[src/rtl/lsu_pkg.sv]
// Shared encodings for the Wishbone load/store unit: access sizes,
// fault causes and the transaction FSM state type.
package lsu_pkg;

  typedef enum logic [1:0] {
    SZ_BYTE  = 2'd0,
    SZ_HALF  = 2'd1,
    SZ_WORD  = 2'd2,
    SZ_DWORD = 2'd3
  } size_e;

  typedef enum logic [1:0] {
    FC_NONE     = 2'd0,
    FC_BUS_ERR  = 2'd1,
    FC_TIMEOUT  = 2'd2,
    FC_MISALIGN = 2'd3
  } fault_e;

  typedef enum logic [1:0] {
    ST_IDLE  = 2'd0,
    ST_BEAT1 = 2'd1,
    ST_BEAT2 = 2'd2,
    ST_DONE  = 2'd3
  } state_e;

endpackage

[src/rtl/lsu_lanes.sv]
// Big-endian lane steering and read extension. The two bus words of a
// (possibly split) access are treated as one 2*NB-byte big-endian vector.
module lsu_lanes
  import lsu_pkg::*;
#(
  parameter int DATA_W = 32,
  parameter int NB     = DATA_W / 8,
  parameter int OW     = $clog2(NB)
) (
  input  logic [OW-1:0]     offset,
  input  logic [1:0]        size,
  input  logic              sign_ext,
  input  logic [DATA_W-1:0] wdata,
  input  logic [DATA_W-1:0] rd_hi,
  input  logic [DATA_W-1:0] rd_lo,
  output logic              split,
  output logic              bad_size,
  output logic [NB-1:0]     sel_hi,
  output logic [NB-1:0]     sel_lo,
  output logic [DATA_W-1:0] wdat_hi,
  output logic [DATA_W-1:0] wdat_lo,
  output logic [DATA_W-1:0] rdata
);

  localparam int SW = OW + 2;

  logic [SW-1:0]       nbytes;
  logic [SW-1:0]       span;
  logic [SW-1:0]       shamt;
  logic [DATA_W-1:0]   val_mask;
  logic [DATA_W-1:0]   raw;
  logic [2*NB-1:0]     wide_sel;
  logic [2*DATA_W-1:0] wide_w;
  logic                sign_bit;

  always_comb begin
    nbytes   = SW'(1) << size;
    span     = SW'(offset) + nbytes;
    bad_size = (DATA_W == 32) && (size == SZ_DWORD);
    split    = !bad_size && (span > SW'(NB));
    // Byte distance from the end of the access to the end of the window.
    shamt    = bad_size ? '0 : SW'(2 * NB) - span;
    val_mask = ~({DATA_W{1'b1}} << {nbytes, 3'b000});

    wide_sel = ~({(2 * NB){1'b1}} << nbytes);
    wide_sel = wide_sel << shamt;
    wide_w   = {{DATA_W{1'b0}}, wdata & val_mask} << {shamt, 3'b000};

    sel_hi   = wide_sel[2*NB-1:NB];
    sel_lo   = wide_sel[NB-1:0];
    wdat_hi  = wide_w[2*DATA_W-1:DATA_W];
    wdat_lo  = wide_w[DATA_W-1:0];

    raw = DATA_W'({rd_hi, rd_lo} >> {shamt, 3'b000}) & val_mask;
    case (size)
      SZ_BYTE: sign_bit = raw[7];
      SZ_HALF: sign_bit = raw[15];
      SZ_WORD: sign_bit = raw[31];
      default: sign_bit = raw[DATA_W-1];
    endcase
    rdata = (sign_ext && sign_bit) ? (raw | ~val_mask) : raw;
  end

endmodule

[src/rtl/lsu_wb.sv]
// Load/store unit mastering a Wishbone classic bus: one or two beats per
// access, optional timeout, faults reported with the completion pulse.
module lsu_wb
  import lsu_pkg::*;
#(
  parameter int DATA_W         = 32,
  parameter int ADDR_W         = 32,
  parameter int ALLOW_MISALIGN = 1,
  parameter int TIMEOUT        = 0
) (
  input  logic                clk_i,
  input  logic                rst_i,
  input  logic                req_i,
  input  logic                we_i,
  input  logic [1:0]          size_i,
  input  logic                signed_i,
  input  logic [ADDR_W-1:0]   addr_i,
  input  logic [DATA_W-1:0]   wdata_i,
  output logic                busy_o,
  output logic                done_o,
  output logic [DATA_W-1:0]   rdata_o,
  output logic                fault_o,
  output logic [1:0]          fault_code_o,
  output logic [ADDR_W-1:0]   adr_o,
  output logic [DATA_W-1:0]   dat_o,
  input  logic [DATA_W-1:0]   dat_i,
  output logic [DATA_W/8-1:0] sel_o,
  output logic                cyc_o,
  output logic                stb_o,
  output logic                we_o,
  input  logic                ack_i,
  input  logic                err_i
);

  localparam int NB = DATA_W / 8;
  localparam int OW = $clog2(NB);
  localparam int TW = $clog2(TIMEOUT + 2);
  localparam logic [TW-1:0] TO_LAST = TW'((TIMEOUT > 0) ? TIMEOUT - 1 : 0);

  state_e            state_reg, state_next;
  logic [ADDR_W-1:0] addr_reg;
  logic              we_reg;
  logic [1:0]        size_reg;
  logic              signed_reg;
  logic [DATA_W-1:0] wdata_reg;
  logic [DATA_W-1:0] hi_reg;
  logic [DATA_W-1:0] rdata_reg;
  logic [TW-1:0]     tmo_reg;
  logic              cyc_reg, stb_reg, bus_we_reg;
  logic              fault_reg;
  fault_e            fault_code_reg, code_next;

  logic              idle, in_beat, beat_next, timeout;
  logic              accept, fault_set, capture_hi, capture_rd;
  logic [OW-1:0]     ln_offset;
  logic [1:0]        ln_size;
  logic              ln_signed;
  logic [DATA_W-1:0] ln_wdata, ln_rd_hi, ln_rdata;
  logic [DATA_W-1:0] wdat_hi, wdat_lo;
  logic [NB-1:0]     sel_hi, sel_lo;
  logic              split, bad_size;

  assign idle      = (state_reg == ST_IDLE);
  assign in_beat   = (state_reg == ST_BEAT1) || (state_reg == ST_BEAT2);
  assign beat_next = (state_next == ST_BEAT1) || (state_next == ST_BEAT2);
  assign timeout   = (TIMEOUT != 0) && (tmo_reg == TO_LAST);

  // While idle the lanes decode the incoming request so the accept decision
  // can see split/illegal size; afterwards they work on the latched fields.
  assign ln_offset = idle ? addr_i[OW-1:0] : addr_reg[OW-1:0];
  assign ln_size   = idle ? size_i : size_reg;
  assign ln_signed = idle ? signed_i : signed_reg;
  assign ln_wdata  = idle ? wdata_i : wdata_reg;
  assign ln_rd_hi  = (state_reg == ST_BEAT1) ? dat_i : hi_reg;

  lsu_lanes #(
    .DATA_W (DATA_W)
  ) u_lanes (
    .offset   (ln_offset),
    .size     (ln_size),
    .sign_ext (ln_signed),
    .wdata    (ln_wdata),
    .rd_hi    (ln_rd_hi),
    .rd_lo    (dat_i),
    .split    (split),
    .bad_size (bad_size),
    .sel_hi   (sel_hi),
    .sel_lo   (sel_lo),
    .wdat_hi  (wdat_hi),
    .wdat_lo  (wdat_lo),
    .rdata    (ln_rdata)
  );

  always_comb begin
    state_next = state_reg;
    accept     = 1'b0;
    fault_set  = 1'b0;
    code_next  = FC_NONE;
    capture_hi = 1'b0;
    capture_rd = 1'b0;
    case (state_reg)
      ST_IDLE: begin
        if (req_i) begin
          accept = 1'b1;
          if (bad_size || (split && ALLOW_MISALIGN == 0)) begin
            state_next = ST_DONE;
            fault_set  = 1'b1;
            code_next  = FC_MISALIGN;
          end else begin
            state_next = ST_BEAT1;
          end
        end
      end
      ST_BEAT1: begin
        if (err_i) begin
          state_next = ST_DONE;
          fault_set  = 1'b1;
          code_next  = FC_BUS_ERR;
        end else if (ack_i) begin
          if (split) begin
            state_next = ST_BEAT2;
            capture_hi = 1'b1;
          end else begin
            state_next = ST_DONE;
            capture_rd = !we_reg;
          end
        end else if (timeout) begin
          state_next = ST_DONE;
          fault_set  = 1'b1;
          code_next  = FC_TIMEOUT;
        end
      end
      ST_BEAT2: begin
        if (err_i) begin
          state_next = ST_DONE;
          fault_set  = 1'b1;
          code_next  = FC_BUS_ERR;
        end else if (ack_i) begin
          state_next = ST_DONE;
          capture_rd = !we_reg;
        end else if (timeout) begin
          state_next = ST_DONE;
          fault_set  = 1'b1;
          code_next  = FC_TIMEOUT;
        end
      end
      ST_DONE: state_next = ST_IDLE;
      default: state_next = ST_IDLE;
    endcase
  end

  always_ff @(posedge clk_i or posedge rst_i) begin
    if (rst_i) begin
      state_reg      <= ST_IDLE;
      addr_reg       <= '0;
      we_reg         <= 1'b0;
      size_reg       <= '0;
      signed_reg     <= 1'b0;
      wdata_reg      <= '0;
      hi_reg         <= '0;
      rdata_reg      <= '0;
      tmo_reg        <= '0;
      cyc_reg        <= 1'b0;
      stb_reg        <= 1'b0;
      bus_we_reg     <= 1'b0;
      fault_reg      <= 1'b0;
      fault_code_reg <= FC_NONE;
    end else begin
      state_reg  <= state_next;
      cyc_reg    <= beat_next;
      stb_reg    <= beat_next;
      bus_we_reg <= beat_next && (idle ? we_i : we_reg);
      if (accept) begin
        addr_reg       <= addr_i;
        we_reg         <= we_i;
        size_reg       <= size_i;
        signed_reg     <= signed_i;
        wdata_reg      <= wdata_i;
        fault_reg      <= 1'b0;
        fault_code_reg <= FC_NONE;
      end
      if (fault_set) begin
        fault_reg      <= 1'b1;
        fault_code_reg <= code_next;
      end
      if (capture_hi) hi_reg <= dat_i;
      if (capture_rd) rdata_reg <= ln_rdata;
      // Restart the stall counter whenever a new beat (or any state) begins.
      if (state_next != state_reg) tmo_reg <= '0;
      else if (in_beat)            tmo_reg <= tmo_reg + TW'(1);
    end
  end

  always_comb begin
    sel_o = '0;
    dat_o = '0;
    case (state_reg)
      ST_BEAT1: begin
        sel_o = sel_hi;
        dat_o = we_reg ? wdat_hi : '0;
      end
      ST_BEAT2: begin
        sel_o = sel_lo;
        dat_o = we_reg ? wdat_lo : '0;
      end
      default: ;
    endcase
  end

  assign adr_o        = {addr_reg[ADDR_W-1:OW], {OW{1'b0}}}
                      + ((state_reg == ST_BEAT2) ? ADDR_W'(NB) : ADDR_W'(0));
  assign busy_o       = !idle;
  assign done_o       = (state_reg == ST_DONE);
  assign fault_o      = (state_reg == ST_DONE) && fault_reg;
  assign fault_code_o = fault_code_reg;
  assign rdata_o      = rdata_reg;
  assign cyc_o        = cyc_reg;
  assign stb_o        = stb_reg;
  assign we_o         = bus_we_reg;

endmodule

[config.mk]
export PLATFORM = sky130hd
export DESIGN_NAME = lsu_wb
export DESIGN_NICKNAME = d
export VERILOG_FILES = /design/src/rtl/lsu_pkg.sv /design/src/rtl/lsu_lanes.sv /design/src/rtl/lsu_wb.sv
export SDC_FILE = /design/constraint.sdc
export NUM_CORES = 1
export LEC_CHECK = 0
export ABC_AREA = 1
export ABC_CLOCK_PERIOD_IN_PS = 12710
export BUFFER_PORTS_ARGS = -buffer_cell sky130_fd_sc_hd__clkbuf_2
export CAP_MARGIN = 20
export CORE_MARGIN = 2
export CORE_UTILIZATION = 31
export CTS_CLUSTER_DIAMETER = 60
export DETAILED_ROUTE_END_ITERATION = 10
export SYNTH_ARGS = -nofsm -noshare
export SYNTH_HDL_FRONTEND = slang
export SYNTH_HIERARCHICAL = 1
export SYNTH_SLANG_ARGS = --single-unit
[constraint.sdc]
create_clock -name clk_i -period 12.71 [get_ports clk_i]
set_input_delay 1.9065 -clock clk_i [delete_from_list [all_inputs] [get_ports clk_i]]
set_output_delay 1.9065 -clock clk_i [all_outputs]
set_load 0.01 [all_outputs]
==> metrics.md, run 1 <==
| Metric | Value |
|---|---|
| Post-synth top cells | nand2_1 (551), o21ai_0 (247), inv_1 (170) |
| Share of synthesized flip-flops with an asynchronous set or reset | 1.00 |
| Hold WC Path Type | reg -> reg |
| Kind of critical path | in -> out |
| Finished Cell Area | 12800 sq um |
| First-pass GRT wire length | roughly 57000 microns |
| CTS Root Cell | clkbuf_16 |
| Max Fclk | ~0.13 GHz |
| Latest clock arrival within the worst-skew pair | ~440 ps |
| Synth warn | 6 |
| Required @ worst endpoint | approximately 11000 ps |
| R2R Setup Slk | approximately 6900 ps |
| Synth top area share | 0.313 |
| Port Buf Inserts | 210 |
| Arr. time, crit path | roughly 6000 ps |
| DP HPWL | ~27000 microns |
| Hold buffers post-CTS | 0 |
| Top_reg_cell synth | dfrtp_1 |
| DRC | 0 |
| CTS H-tree lvls | 4 |
| Post-Route M1 WL | 18300 microns |
| Layout area overhead | 16.2% |
| TritonCTS clock tree | done |
| Largest net degree at the start of global routing | about 120 |
| Initial antenna violation count | 0 |
| Via count | ~11000 |
| DP Area | roughly 12000 sq um |
| Number of buffers added for setup after CTS | 0 |
| Met2 wire length | approximately 16000 microns |
| Clock transition at path regs | roughly 60 ps |
| Die Width | slightly below 200 microns |
| Routed WL per cell | between 15 and 20 microns |
| Core Region | about 35000 sq um |
| Vias in the first global route | 10200 |
| Most instantiated library cell after synthesis | nand2_1 |
| Syn Area/Cell | ~6.4 sq um |
| Drt pass-1 iters | 7 |
| Max FO, Critical Path | about 80 |
| Max cap viols | 0 |
| Final #Nets | 1961 |
| Minimum clock period | 7890 ps |
| Top post-synthesis cells by area | dfrtp_1 (31%), nand2_1 (19%), o21ai_0 (11%) |
| Post-CTS sizing | 0 |
| Crit. End Element | output port |
| Met3 wire len | about 2500 microns |
| Post-layout util | 0.363 |
| Synth area leader | dfrtp_1 |
| Final setup violation count | 0 |
| Layout cells sized above 1 | 0.191 |
| Critical Path Start | size_i[0] |
| Setup Skew | between 9 and 10 ps |
| Wirelength, routed | 37400 microns |
| Number of enable flip-flop cells after synthesis | 0 |
| Cell area after synthesis | 11000 sq um |
| Die ar. | between 30000 and 40000 sq um |
| Ant. Diodes | 0 |
| Gate Count Post-Synth | between 1500 and 2000 |
| Post-route ant nets | 0 |
| Worst Hold Launch | rdata_o[11] |
| Final worst-path cycle share | 0.621 |
| Vias per inst | a little under 5 |
| Unique masters post-synth | between 40 and 50 |
| Max-slew violation count | 0 |
| Worst-Margin Slew | between 1000 and 1500 ps |
| Seq cells post-synth | between 100 and 150 |
| Total CTS buffers | 17 |
| CTS sink cnt | roughly 140 |
| Worst R2R Start | state_reg[0] |
| Die height | around 190 microns |
| Total track usage | 0.199 |
| Setup_tns | 0 ps |
| Fin. Hold Viols | 0 |
| Placer Congestion | 0.896 |
| RSZ-0062 raised after global routing | false |
| Ports | roughly 210 |
| Slew margin rel. | 0.293 |
| GR Overflow Total | 0 |
| Top sig layer | met4 |
| Initial Utilization | 0.312 |
| CTS max path bufs | 2 |
| Sequential-to-total area share from yosys stat | 0.313 |
| 1st-iter DRT viols | around 950 |
| Status | completed |
| Crit start category | input pin |
| Floorplan row count | just under 70 |
## final timing paths
check | end | cells after the start
worst max-delay path | dat_o[18] | 15
max in group asynchronous | wdata_reg[4] | 3
min in group asynchronous | rdata_o[31] | 2
worst min register to register | rdata_o[11] | 2
worst max register to register | rdata_o[13] | 22
worst min-delay path | rdata_o[11] | 2
## stage by stage
stage / hold WS (ps) / cells / setup WS [ps]
after global routing: 506 / 2320 / 4570
after CTS: 485 / 2319 / 4910
after detailed placement: 469 / 2287 / 4910
after floorplan: 453 / 1718 / 5960
final: 482 / 2320 / 4820
after global placement: 466 / 2287 / 5000
## kinds of logic (layout without fill, tap and decap cells)
group | Yosys count | in the layout | share of synthesized area
DFF | 138 | 138 | 0.313
xor gates and xnor gates | 17 | 17 | 0.0149
other | 1 | 2 | 0.000340
buffers and inverters | 293 | 434 | 0.114
adders and majority gates | 10 | 10 | 0.0120
and+or+nand+nor | 835 | 835 | 0.328
AOI/OAI and AO/OA | 408 | 408 | 0.205
muxes | 15 | 15 | 0.0136
## layer usage
layer,vias to the layer above,track usage
li1,5776,-
met1,5261,0.293
met2,395,0.293
met3,34,0.0331
met4,0,0.0666
met5,-,0
## area by class of cell
type,count,area (sq um)
Fill cell,3858,22500
Multi-Input combinational cell,1287,6340
Sequential cell,138,3450
Timing Repair Buffer,224,1180
Inverter,178,673
Tap cell,461,577
Clock buffer,18,439
Clock inverter,14,161
## worst max-delay path, cell delays in order
cell and delay, ps:
clkbuf_2 80, inv_1 60, o21ai_0 510, nor2_1 240
ha_1 630, inv_1 180, ha_1 410, nand2_2 80
inv_2 50, buf_4 590, nand3_1 360, o22ai_1 200
nand2_1 80, a21oi_1 380, clkbuf_2 210
## layout by cell type, fill, tap and decap left out, types with 9 or more instances in the layout
cell type,instances
clkbuf_2,210
o21ai_0,246
nor2_1,134
nand3_1,69
buf_4,13
nand2_1,550
o22ai_1,14
dfrtp_1,138
xor2_1,11
clkbuf_16,17
nand2_2,13
inv_1,168
nand4_1,13
a21oi_1,86
o21ai_2,31
nor2_2,11
mux2i_1,15
inv_2,9
Power of run 1 is not shown: default switching activity piles up to over one toggle a cycle in this logic, so the estimate is an artifact.
==> inputs of run 2 (changes only) <==
ABC_AREA = 0   (was 1)
ABC_CLOCK_PERIOD_IN_PS = 6400   (was 12710)
clock period = 6.4 ns   (was 12.71 ns; I/O delays follow)
==> run 2 against run 1 <==
First-iteration DRC count is 9.4% lower; flip-flop and latch count stayed put; global-route usage shrank 1.2 points; die area down 3.3%; cell area shrank 2.0%; sequential share of layout area rose by 0.56 points; register-to-register slack got worse by 5700 ps; highest routed layer is now met5.
==> metrics.md, run 2 <==
| Metric | Value |
|---|---|
| Status | completed (unchanged) |
| Slew margin rel. | 0.383 (was 0.293) |
| Ant. Diodes | 0 (unchanged) |
| Reg area | 3450 sq um (unchanged) |
| Commonest non-fill, non-tap cell in the layout | clkbuf_2 (was nand2_1) |
| Seq cells post-synth | 138 (unchanged) |
| Hold buffers post-CTS | 0 (unchanged) |
| Floorplan row count | 67 (was 69) |
| Fin. Hold Viols | 0 (unchanged) |
| Minimum clock period | roughly 5900 ps |
| Total track usage | 0.187 (was 0.199) |
| Filler cells | 3453 (was 3858) |
| Max Fclk | around 0.17 GHz |
| Multi-input logic area | 6690 sq um (was 6340 sq um) |
| Post-synth top cells | mux2_2 (202), dfrtp_1 (138), nor2_1 (93) (was nand2_1 (551), o21ai_0 (247), inv_1 (170)) |
| Post-route ant nets | 0 (unchanged) |
| Setup Skew | 19.9 ps (was 9.10 ps) |
| Synth top area share | 0.324 (was 0.313) |
| Kind of critical path | reg -> out (was in -> out) |
| DP HPWL | 24700 microns (was 27200 microns) |
| Syn Area/Cell | 9.52 sq um (was 6.42 sq um) |
| RSZ-0062 raised after global routing | false (unchanged) |
| Crit start category | flip-flop (was input pin) |
| GR Overflow Total | 0 (unchanged) |
| Drt pass-1 iters | 6 (was 7) |
| Final #Nets | 1387 (was 1961) |
| CTS H-tree lvls | 4 (unchanged) |
| Placer Congestion | 0.906 (was 0.896) |
| Core Region | 33700 sq um (was 35300 sq um) |
| Max-slew violation count | 0 (unchanged) |
| Total CTS buffers | 17 (unchanged) |
| Via count | 9533 (was 11500) |
| Final worst-path cycle share | 0.916 |
| Share of synthesized flip-flops with an asynchronous set or reset | 1.00 (unchanged) |
| Routed WL per cell | 19.6 microns (was 16.1 microns) |
| Die Width | 189 microns (was 193 microns) |
| Worst-Margin Slew | 926 ps (was 1060 ps) |
| Largest net degree at the start of global routing | 71 (was 115) |
| Clock transition at path regs | 60 ps (about the same) |
| Unique masters post-synth | 76 (was 42) |
| Sequential-to-total area share from yosys stat | 0.324 (was 0.313) |
| Synth area leader | dfrtp_1 (unchanged) |
| 1st-iter DRT viols | 864 (was 954) |
| CTS Root Cell | clkbuf_16 (unchanged) |
| Commonest cells after routing, fill and taps aside | clkbuf_2 (210), mux2_2 (202), dfrtp_1 (138), nor2_1 (93), nand2_1 (73) (was nand2_1 (550), o21ai_0 (246), clkbuf_2 (210), inv_1 (168), dfrtp_1 (138)) |
| Top_reg_cell synth | dfrtp_1 (unchanged) |
| Cell area after synthesis | 10700 sq um (was 11000 sq um) |
| TritonCTS clock tree | done (unchanged) |
| Most instantiated library cell after synthesis | mux2_2 (was nand2_1) |
| Post-CTS sizing | 0 (unchanged) |
| Initial antenna violation count | 3 (was 0) |
| Required @ worst endpoint | 5440 ps (was 10800 ps) |
| Initial Utilization | 0.316 (was 0.312) |
| Arr. time, crit path | 4900 ps (was 5980 ps) |
| Max cap viols | 0 (unchanged) |
| Hold WC Path Type | reg -> reg (unchanged) |
| Wirelength, routed | 34000 microns (was 37400 microns) |
| Crit. End Element | output port (unchanged) |
| Top post-synthesis cells by area | dfrtp_1 (32%), mux2_2 (21%), mux2i_1 (3.4%) (was dfrtp_1 (31%), nand2_1 (19%), o21ai_0 (11%)) |
| Die height | 189 microns (was 193 microns) |
| Gate Count Post-Synth | 1120 (was 1717) |
| Die ar. | 35900 sq um (was 37100 sq um) |
| Port Buf Inserts | 210 (unchanged) |
| CTS max path bufs | 2 (unchanged) |
| Synth warn | 6 (unchanged) |
| DRC | 0 (unchanged) |
| Setup_tns | 0 ps (unchanged) |
| Layout area overhead | 17.8% (was 16.2%) |
| CTS sink cnt | 138 (unchanged) |
| Layout cells sized above 1 | 0.399 (was 0.191) |
| Latest clock arrival within the worst-skew pair | 440 ps (about the same) |
| Vias in the first global route | 8976 (was 10200) |
| Final setup violation count | 0 (unchanged) |
| Ports | 213 (unchanged) |
| Number of buffers added for setup after CTS | 0 (unchanged) |
| First-pass GRT wire length | 52600 microns (was 57100 microns) |
| Number of enable flip-flop cells after synthesis | 0 (unchanged) |
| Max FO, Critical Path | 42 (was 78) |
| Vias per inst | 5.50 (was 4.94) |
[run 2: worst max-delay path, cell delays in order (launching register included)]
cell	delay (ps)
dfrtp_1	420
inv_1	130
ha_2	320
mux2_2	400
nor2_1	100
buf_4	160
ha_1	140
inv_1	40
fa_1	460
ha_1	510
a21bo_2	310
buf_4	370
nand2_1	340
a21oi_1	210
a22oi_1	110
nor2b_1	250
clkbuf_2	180
[run 2: kinds of logic (layout without fill, tap and decap cells)]
logic type / after synthesis / count (layout) / share of synthesized area
buffers and inverters: 114 / 278 / 0.0521
other: 1 / 2 / 0.000352
DFF: 138 / 138 / 0.324
adders and majority gates: 10 / 10 / 0.0124
xor gates and xnor gates: 31 / 31 / 0.0276
muxes: 243 / 243 / 0.254
AOI/OAI and AO/OA: 266 / 266 / 0.181
and+or+nand+nor: 317 / 317 / 0.148
[run 2: area by class of cell]
type,instances,share of cell area
inverter,13,0.00428
clock buffer,20,0.0364
sequential,138,0.275
tap,448,0.0446
timing repair buffer,233,0.0990
multi-input combinational,869,0.533
clock inverter,12,0.00797
[run 2: worst paths after layout]
| check | from | endpoint | slack, ps | cells past startpoint |
|---|---|---|---|---|
| min | rdata_o[0] | rdata_o[0] | 490 | 1 |
| min reg2reg | rdata_o[0] | rdata_o[0] | 490 | 1 |
| min in group asynchronous | rst_i | wdata_reg[12] | 580 | 2 |
| max | state_reg[1] | sel_o[1] | 540 | 16 |
| max in group asynchronous | rst_i | addr_reg[28] | 4420 | 3 |
| max reg2reg | state_reg[1] | rdata_o[8] | 1230 | 16 |
[run 2: through the flow]
step           setup slack (ps)  instances  area (sq um)  utilization  hold slack (ps)
3_5_place_dp                982       1700         12000        0.355              485
2_1_floorplan               743       1121         10700            -              465
4_1_cts                     580       1732         12500        0.372              498
3_3_place_gp                991       1700         12000        0.355              477
5_1_grt                     232       1733         12600        0.373              510
6_report                    537       1733         12600        0.373              492
[run 2: layer usage]
| layer | global-route usage | part of all wire | up-vias |
|---|---|---|---|
| li1 | - | - | 4451 |
| met1 | 0.256 | 0.45 | 4651 |
| met2 | 0.291 | 0.45 | 380 |
| met3 | 0.0487 | 0.077 | 45 |
| met4 | 0.0531 | 0.016 | 6 |
| met5 | 0 | 0.0011 | - |
Power of run 2 is left out for the same reason.
